--- config.mk ---
export PLATFORM = sky130hd
export DESIGN_NAME = ssd_scan_driver
export DESIGN_NICKNAME = d
export VERILOG_FILES = /design/src/rtl/ssd_scan_driver.sv
export SDC_FILE = /design/constraint.sdc
export NUM_CORES = 1
export LEC_CHECK = 0
export CAP_MARGIN = 5
export CORE_ASPECT_RATIO = 1.4
export CORE_MARGIN = 2
export CORE_UTILIZATION = 41
export CTS_CLUSTER_DIAMETER = 80
export DETAILED_ROUTE_END_ITERATION = 6
export PLACE_DENSITY = 0.65
export REMOVE_ABC_BUFFERS = 1
export SYNTH_ARGS = -nofsm -noshare
export SYNTH_HDL_FRONTEND = slang
export SYNTH_SLANG_ARGS = --single-unit
--- constraint.sdc ---
create_clock -name clk -period 2.4 [get_ports clk]
set_clock_uncertainty 0.1 [all_clocks]
set_input_delay 0.6 -clock clk [delete_from_list [all_inputs] [get_ports clk]]
set_output_delay 0.6 -clock clk [all_outputs]
set_load 0.05 [all_outputs]
--- src/rtl/ssd_scan_driver.sv ---
// Multiplexed seven-segment scan driver: cycles one digit at a time from a frame snapshot.
// Optional build macro SSD_LZ_SUPPRESS_EN blanks leading zero digits (digit 0 is never suppressed).
module ssd_scan_driver #(
  parameter int NUM_DIGITS  = 4,
  parameter int REFRESH_DIV = 100000,
  parameter bit ACTIVE_LOW  = 1'b1
) (
  input  logic                    clk,
  input  logic                    reset,
  input  logic                    enable,
  input  logic [4*NUM_DIGITS-1:0] data,
  input  logic [NUM_DIGITS-1:0]   dp_in,
  input  logic [NUM_DIGITS-1:0]   blank_in,
  output logic [NUM_DIGITS-1:0]   an,
  output logic [6:0]              g_to_a,
  output logic                    dp,
  output logic [2:0]              digit_idx
);

  localparam int                  CNT_W    = (REFRESH_DIV > 2) ? $clog2(REFRESH_DIV) : 1;
  localparam logic [CNT_W-1:0]    CNT_LAST = CNT_W'(REFRESH_DIV - 1);
  localparam logic [2:0]          IDX_LAST = 3'(NUM_DIGITS - 1);
  localparam logic [NUM_DIGITS-1:0] AN_OFF = {NUM_DIGITS{ACTIVE_LOW}};
  localparam logic [6:0]          SEG_OFF  = {7{ACTIVE_LOW}};
  localparam logic                DP_OFF   = ACTIVE_LOW;

  // Active-low segment pattern, bit 6 = g ... bit 0 = a.
  function automatic logic [6:0] seg_decode(input logic [3:0] nib);
    logic [6:0] s;
    case (nib)
      4'h0: s = 7'b1000000;
      4'h1: s = 7'b1111001;
      4'h2: s = 7'b0100100;
      4'h3: s = 7'b0110000;
      4'h4: s = 7'b0011001;
      4'h5: s = 7'b0010010;
      4'h6: s = 7'b0000010;
      4'h7: s = 7'b1111000;
      4'h8: s = 7'b0000000;
      4'h9: s = 7'b0010000;
      4'hA: s = 7'b0001000;
      4'hB: s = 7'b0000011;
      4'hC: s = 7'b1000110;
      4'hD: s = 7'b0100001;
      4'hE: s = 7'b0000110;
      default: s = 7'b0001110;
    endcase
    return s;
  endfunction

  logic [CNT_W-1:0]        cnt_q, cnt_d;
  logic [2:0]              idx_q, idx_d;
  logic [4*NUM_DIGITS-1:0] snap_data_q, snap_data_d;
  logic [NUM_DIGITS-1:0]   snap_dp_q, snap_dp_d;
  logic [NUM_DIGITS-1:0]   snap_blank_q, snap_blank_d;
  logic [NUM_DIGITS-1:0]   an_q, an_d;
  logic [6:0]              seg_q, seg_d;
  logic                    dp_q, dp_d;

  logic                    tick;
  logic                    wrap;
  logic [NUM_DIGITS-1:0]   lz_blank;
  logic [NUM_DIGITS-1:0]   onehot;
  logic [3:0]              cur_nib;
  logic                    cur_dp;
  logic                    cur_blank;
  logic                    lit;

  // Refresh counter, digit index and frame snapshot.
  always_comb begin
    tick         = (cnt_q == CNT_LAST);
    wrap         = tick && (idx_q == IDX_LAST);
    cnt_d        = cnt_q;
    idx_d        = idx_q;
    snap_data_d  = snap_data_q;
    snap_dp_d    = snap_dp_q;
    snap_blank_d = snap_blank_q;
    if (!enable) begin
      cnt_d        = '0;
      idx_d        = '0;
      snap_data_d  = data;
      snap_dp_d    = dp_in;
      snap_blank_d = blank_in;
    end else begin
      if (tick) begin
        cnt_d = '0;
        idx_d = wrap ? 3'd0 : idx_q + 3'd1;
      end else begin
        cnt_d = cnt_q + CNT_W'(1);
      end
      // Only reload at the frame boundary so a frame never mixes old and new data.
      if (wrap) begin
        snap_data_d  = data;
        snap_dp_d    = dp_in;
        snap_blank_d = blank_in;
      end
    end
  end

`ifdef SSD_LZ_SUPPRESS_EN
  logic zero_run;

  // A digit is a leading zero when it and every digit above it are zero.
  always_comb begin
    zero_run = 1'b1;
    lz_blank = '0;
    for (int k = NUM_DIGITS - 1; k >= 1; k--) begin
      zero_run    = zero_run & (snap_data_q[4*k +: 4] == 4'h0);
      lz_blank[k] = zero_run;
    end
  end
`else
  assign lz_blank = '0;
`endif

  // Output decode for the digit currently selected.
  always_comb begin
    cur_nib   = 4'h0;
    cur_dp    = 1'b0;
    cur_blank = 1'b0;
    onehot    = '0;
    for (int k = 0; k < NUM_DIGITS; k++) begin
      if (idx_q == 3'(k)) begin
        cur_nib   = snap_data_q[4*k +: 4];
        cur_dp    = snap_dp_q[k];
        cur_blank = snap_blank_q[k] | lz_blank[k];
        onehot[k] = 1'b1;
      end
    end
    lit  = enable && !cur_blank;
    an_d  = ~(onehot & {NUM_DIGITS{lit}}) ^ {NUM_DIGITS{~ACTIVE_LOW}};
    seg_d = (lit ? seg_decode(cur_nib) : 7'b1111111) ^ {7{~ACTIVE_LOW}};
    dp_d  = ~(lit & cur_dp) ^ ~ACTIVE_LOW;
  end

  always_ff @(posedge clk or posedge reset) begin
    if (reset) begin
      cnt_q        <= '0;
      idx_q        <= '0;
      snap_data_q  <= '0;
      snap_dp_q    <= '0;
      snap_blank_q <= '0;
      an_q         <= AN_OFF;
      seg_q        <= SEG_OFF;
      dp_q         <= DP_OFF;
    end else begin
      cnt_q        <= cnt_d;
      idx_q        <= idx_d;
      snap_data_q  <= snap_data_d;
      snap_dp_q    <= snap_dp_d;
      snap_blank_q <= snap_blank_d;
      an_q         <= an_d;
      seg_q        <= seg_d;
      dp_q         <= dp_d;
    end
  end

  assign an        = an_q;
  assign g_to_a    = seg_q;
  assign dp        = dp_q;
  assign digit_idx = idx_q;

endmodule
## Yosys cells after proc, flatten, opt, wreduce, memory -nomap -nowiden

Memory sizes are Yosys's and may differ from the RTL's.
Index checks and enable logic that the tools add are counted.

- Bits in read-only memories: 112
- Word-level logic and storage cells: 53
- Bits in registers: 56
- Memories: 1
- Input bits: 27
- Output and inout bits: 15

Memory list:

| memory | words | bits a word | rd ports | clocked after memory_dff | write ports | line | source |
|---|---|---|---|---|---|---|---|
| (no name shown) | 16 | 7 | 1 | 0 | 0 | 30 | `case (nib)` |

- Bitwise operators: 4
- Reduce and logical (&&, ||, !) cells: 4
- Mux-type cells: 28
- $add $sub $neg: 2
- Equality and inequality tests: 6

Operators by type and width:

| cell | count |
|---|---|
| 17-bit 2-to-1 mux | 2 |
| 16-bit 2-to-1 mux | 2 |
| 4-bit 2-to-1 mux | 8 |
| 17-bit by 1-bit adder with 17-bit output (second input constant) | 1 |
| 17-bit equality test (second input constant) | 1 |
| 1-bit 2-to-1 mux | 12 |
| 3-bit 2-to-1 mux | 3 |
| 7-bit 2-to-1 mux | 1 |
| 3-bit by 2-bit equality test with 1-bit output (second input constant) | 2 |
| 4-bit bitwise AND | 1 |
| 2-bit by 1-bit != test with 1-bit output (second input constant) | 2 |
| 4-bit inverter | 1 |
| 3-bit by 1-bit adder with 3-bit output (second input constant) | 1 |
| 3-bit by 1-bit equality test with 1-bit output (second input constant) | 1 |
| 3-bit zero test | 1 |
| 1-bit logical AND | 2 |
| 1-bit bitwise AND | 1 |
| 1-bit zero test | 1 |
| 1-bit inverter | 1 |

## Depth between registers and ports, before layout

- Depth in word-level cells: 9
- Gate-level depth with buffers: 12
- Depth with buffers taken out: 11

## Least setup slack after synthesis

OpenSTA, ideal clock, no wires.

- Kind: flip-flop to flip-flop
- From: register idx_q[0], in the netlist digit_idx[0]
- To: register seg_q[0], in the netlist g_to_a[0]
- Clock period less this slack: 2.843 ns
- Buffers on the path: 0
- Slack: -0.443 ns
- Arrival time: 2.665 ns
- Cell stages (with the launch flop): 10
- Library setup time: 0.078 ns
- Required time: 2.222 ns
- Cell sequence: dfrtp_1 inv_1 ha_1 nor2b_1 a221o_1 a32oi_2 inv_1 ha_1 or3_1 and3b_1

- Word-level cells in the longest chain between the ends: 8
- Elaborated cells on any way between the ends: 16
- Classes of those cells: eq/ne (3); mux (9); reduce/logical (3); memory (1)

Ends and longest elaborated chain:

| what | line | source |
|---|---|---|
| start: declaration | 52 | `logic [2:0] idx_q, idx_d;` |
| start signal: assignment | 148 | `idx_q <= idx_d;` |
| branches (longest 7 deep; another with memory read 16 x 7 bit) | n/a |  |
| 7-bit 2-to-1 mux * | 132 | `seg_d = (lit ? seg_decode(cur_nib) : 7'b1111111) ^ {7{~ACTIVE_LOW}};` |
| via seg_d[0] | 57 | `logic [6:0] seg_q, seg_d;` |
| end signal: assignment | 153 | `seg_q <= seg_d;` |
| end: declaration | 57 |  |

Mark *: on every way through the listed nets, which the timed path passes.
A chain may end at the register's enable or synchronous reset.

## Worst setup path in the final report

- From: register idx_q[1], in the netlist digit_idx[1]
- To: output digit_idx[1]

RTL lines:

| what | line | source |
|---|---|---|
| end: declaration | 17 | `output logic [2:0] digit_idx` |

No word-level cell between the ends.

==> run_results.csv <==
group,metric,value,unit
outcome,status,"finished, final reports clean",
detailed_routing,post_drt_via_cell_ratio,4.97,
detailed_routing,drt_iter0_drc,87,
hold_path,hp-class,"flip-flop to flip-flop",
worst_setup_path,end_kind,"output port",
die,die_w,76.0,um
grt,grt_max_degree,57,
synthesis,syn_inst,252,
clock_network,clk_pin_slew,90,ps
clock_network,htree_num_levels,2,
detailed_routing,wire_per_inst,14.0,um
placed_design,port_buffers,41,
sta,rsz0062_at_grt,"yes",
grt,antenna_found_initial,0,
die,initial_core_util,0.426,
grt,gr-total-overflow,0,
layout,drive_above_1_share,0.307,
grt,grt_pass1_wl,9880,um
worst_setup_path,path_max_fanout,3,
synthesis,synthDistinctLibCells,50,
detailed_routing,wl,5700,um
die,rows,36,
die,die_h,105,um
synthesis,yosys.area.top_type_share,0.370,
sta,min_period_over_period,0.972,
synthesis,syn_area_per_cell,11.8,sq um
sta,layout_min_cycle_time,2330,ps
sta,max_slew.worst_pin.slew,515,ps
power,power.density,517,mW/mm^2
sta,slew_violations,0,
die,die_area,0.00796,sq mm
clock_network,clock_path_buffers,2,
detailed_routing,via_count,2026,
sta,final-setup-viol-count,0,
sta,holdWs,360,ps
grt,track_usage,0.154,
detailed_routing,antenna_left,0,
sta,clock.fmax,428,MHz
clock_network,cts-root-buf,"clkbuf_8",
sta,worst_slew_margin_rel,0.656,
worst_setup_path,worstRegToRegCells,7,
sta,hold_viol,0,
worst_setup_path,crit_type,"flip-flop to output port",
synthesis,synth-seq-area-share,0.476,
sta,finalSetupTns,0,ps
worst_setup_path,cp_cell_sequence,"buf_4, clkdlybuf4s50_1",
synthesis,yosysTopAreaCell,"dfrtp_1",
worst_setup_path,worst_ep_required_time,1700,ps
clock_network,cts.sinks,56,
die,pin_count,42,
layout,diodes,0,
worst_setup_path,critPathArrivalTime,1630,ps
layout,nets,350,
die,core_area,0.00698,sq mm
detailed_routing,drtPass1Iterations,4,
synthesis,ys.warnings.count,0,
synthesis,synth_ff_type,"dfrtp_1",
synthesis,syn-cell-area,0.00298,sq mm
synthesis,yosys_register_bits,56,
flow_run,maxCapViolCount,0,
hold_path,min_path_cells,1,
synthesis,synth-edff-count,0,
detailed_routing,drc,0,
clock_network,clock_latency,310,ps
power,vdd_drop_max,251,uV
clock_network,cts_buffers,5,
synthesis,synthTopCellsByArea,"dfrtp_1 (37%), dfstp_2 (11%), mux2_4 (9.6%)",
synthesis,synth_async_sr_flop_share,1.00,
placed_design,dpl.hpwl,4150,um
grt,grt_pass1_vias,2103,
power,leakagePower,1.64,nW
worst_setup_path,max_stage_delay,810,ps
worst_setup_path,critPathSlowestCell,"clkdlybuf4s50_1",
placed_design,place.gp.congestion,0.799,
layout,syn2layout_area_growth,25.8,%
worst_setup_path,startpoint_type,"flip-flop",
clock_network,cts_tree,"done",
## cell usage after synthesis, types with 2 or more instances
library cell	n
a2111oi_4	2
a211o_1	2
a21oi_1	9
a221o_1	2
a221oi_1	2
a31oi_1	2
and2_1	6
and3_1	4
and3_2	2
and3b_1	2
buf_12	2
buf_2	5
buf_4	2
buf_6	2
dfrtp_1	44
dfstp_2	12
ha_1	11
inv_1	13
mux2_2	6
mux2_4	19
mux2i_1	2
nand2_1	12
nand3_1	7
nand3b_1	3
nand4_1	3
nor2_1	24
nor2b_1	6
nor3_1	5
o21ai_0	3
o221ai_1	3
or3_1	2
xnor2_1	11
xor2_1	5
## final timing paths
kind,start,end,slack [ps]
max,digit_idx[1],digit_idx[1],70
min,cnt_q[0],cnt_q[0],360
max reg2reg,digit_idx[0],g_to_a[0],110
min reg2reg,cnt_q[0],cnt_q[0],360
max in group asynchronous,reset,an[3],1350
min in group asynchronous,reset,snap_data_q[13],540
## routing by layer
layer,GRT usage,routed length [um],up-vias
met5,0,0,-
met4,0.0481,83,0
met3,0.0345,176,6
met2,0.279,3030,29
met1,0.180,2410,988
li1,-,-,1003
## placed cells by master, fill, tap and decap left out, drive strengths merged, types with 3 or more instances in the layout
| cell | count |
|---|---|
| dfrtp | 44 |
| clkdlybuf4s50 | 36 |
| buf | 27 |
| mux2 | 25 |
| nor2 | 24 |
| nand2 | 13 |
| inv | 13 |
| dfstp | 12 |
| xnor2 | 11 |
| ha | 11 |
| a21oi | 10 |
| nand3 | 7 |
| clkbuf | 7 |
| nor2b | 6 |
| and2 | 6 |
| and3 | 6 |
| nor3 | 6 |
| xor2 | 5 |
| nand4 | 4 |
| o21ai | 4 |
| nand3b | 3 |
| o221ai | 3 |
| a2111oi | 3 |
## state kept, by name, indices dropped and copies added (netlist names)
signal        count
cnt_q            17
snap_data_q      16
g_to_a            7
an                4
snap_blank_q      4
snap_dp_q         4
digit_idx         3
dp                1
## area by class of cell
class,count,area (sq um)
repair buffers,64,601
clock buffers,7,76.3
fillers,636,3240
multi-input cells,172,1480
clock inverters,1,5.00
well taps,95,119
flip-flops and latches,56,1420
inverters,13,48.8
## per-stage QoR
step / area, sq um / setup WS (ps) / util / cells / total power, W
6_report: 3740 / 66.2 / 0.536 / 408 / 0.00193
2_1_floorplan: 2870 / -454 / - / 241 / 0.00129
3_5_place_dp: 3570 / -39.3 / 0.512 / 398 / 0.00145
4_1_cts: 3670 / -11.0 / 0.525 / 406 / 0.00195
3_3_place_gp: 3570 / -1.53 / 0.512 / 398 / 0.00144
5_1_grt: 3740 / -19.1 / 0.536 / 408 / 0.00203
## logic make-up (layout without fill, tap and decap cells)
family,count (synthesis),in the layout,share of synthesized area
AO/OA/AOI/OAI,34,34,0.101
XOR/XNOR,16,16,0.0471
adder cells (fa/ha/maj),11,11,0.0463
buffers and inverters,24,85,0.0509
flip-flops,56,56,0.476
multiplexers,27,27,0.125
AND/OR/NAND/NOR,84,84,0.154
## worst max-delay path: cells and delay by family, from the launching register on
family	cells	cell delay [ps]
buf+inv	2	940
flops	1	380
## power by group
part | switching, W | leakage [nW] | total, W | internal [W]
Sequential | 0.0000335 | 0.681 | 0.00105 | 0.00101
Clock | 0.000287 | 0.0422 | 0.000493 | 0.000206
Combinational | 0.000194 | 0.921 | 0.000395 | 0.000201
## what timing repair did
action,4_1_cts,5_1_grt
setup buffers,0,2
hold endpoints to repair,0,0
gates cloned,0,0
hold buffers,0,0
endpoints found under the setup margin,5,9
pin swaps,0,2
gates resized for setup,4,15
No activity file was read; power rests on OpenSTA's default activity.
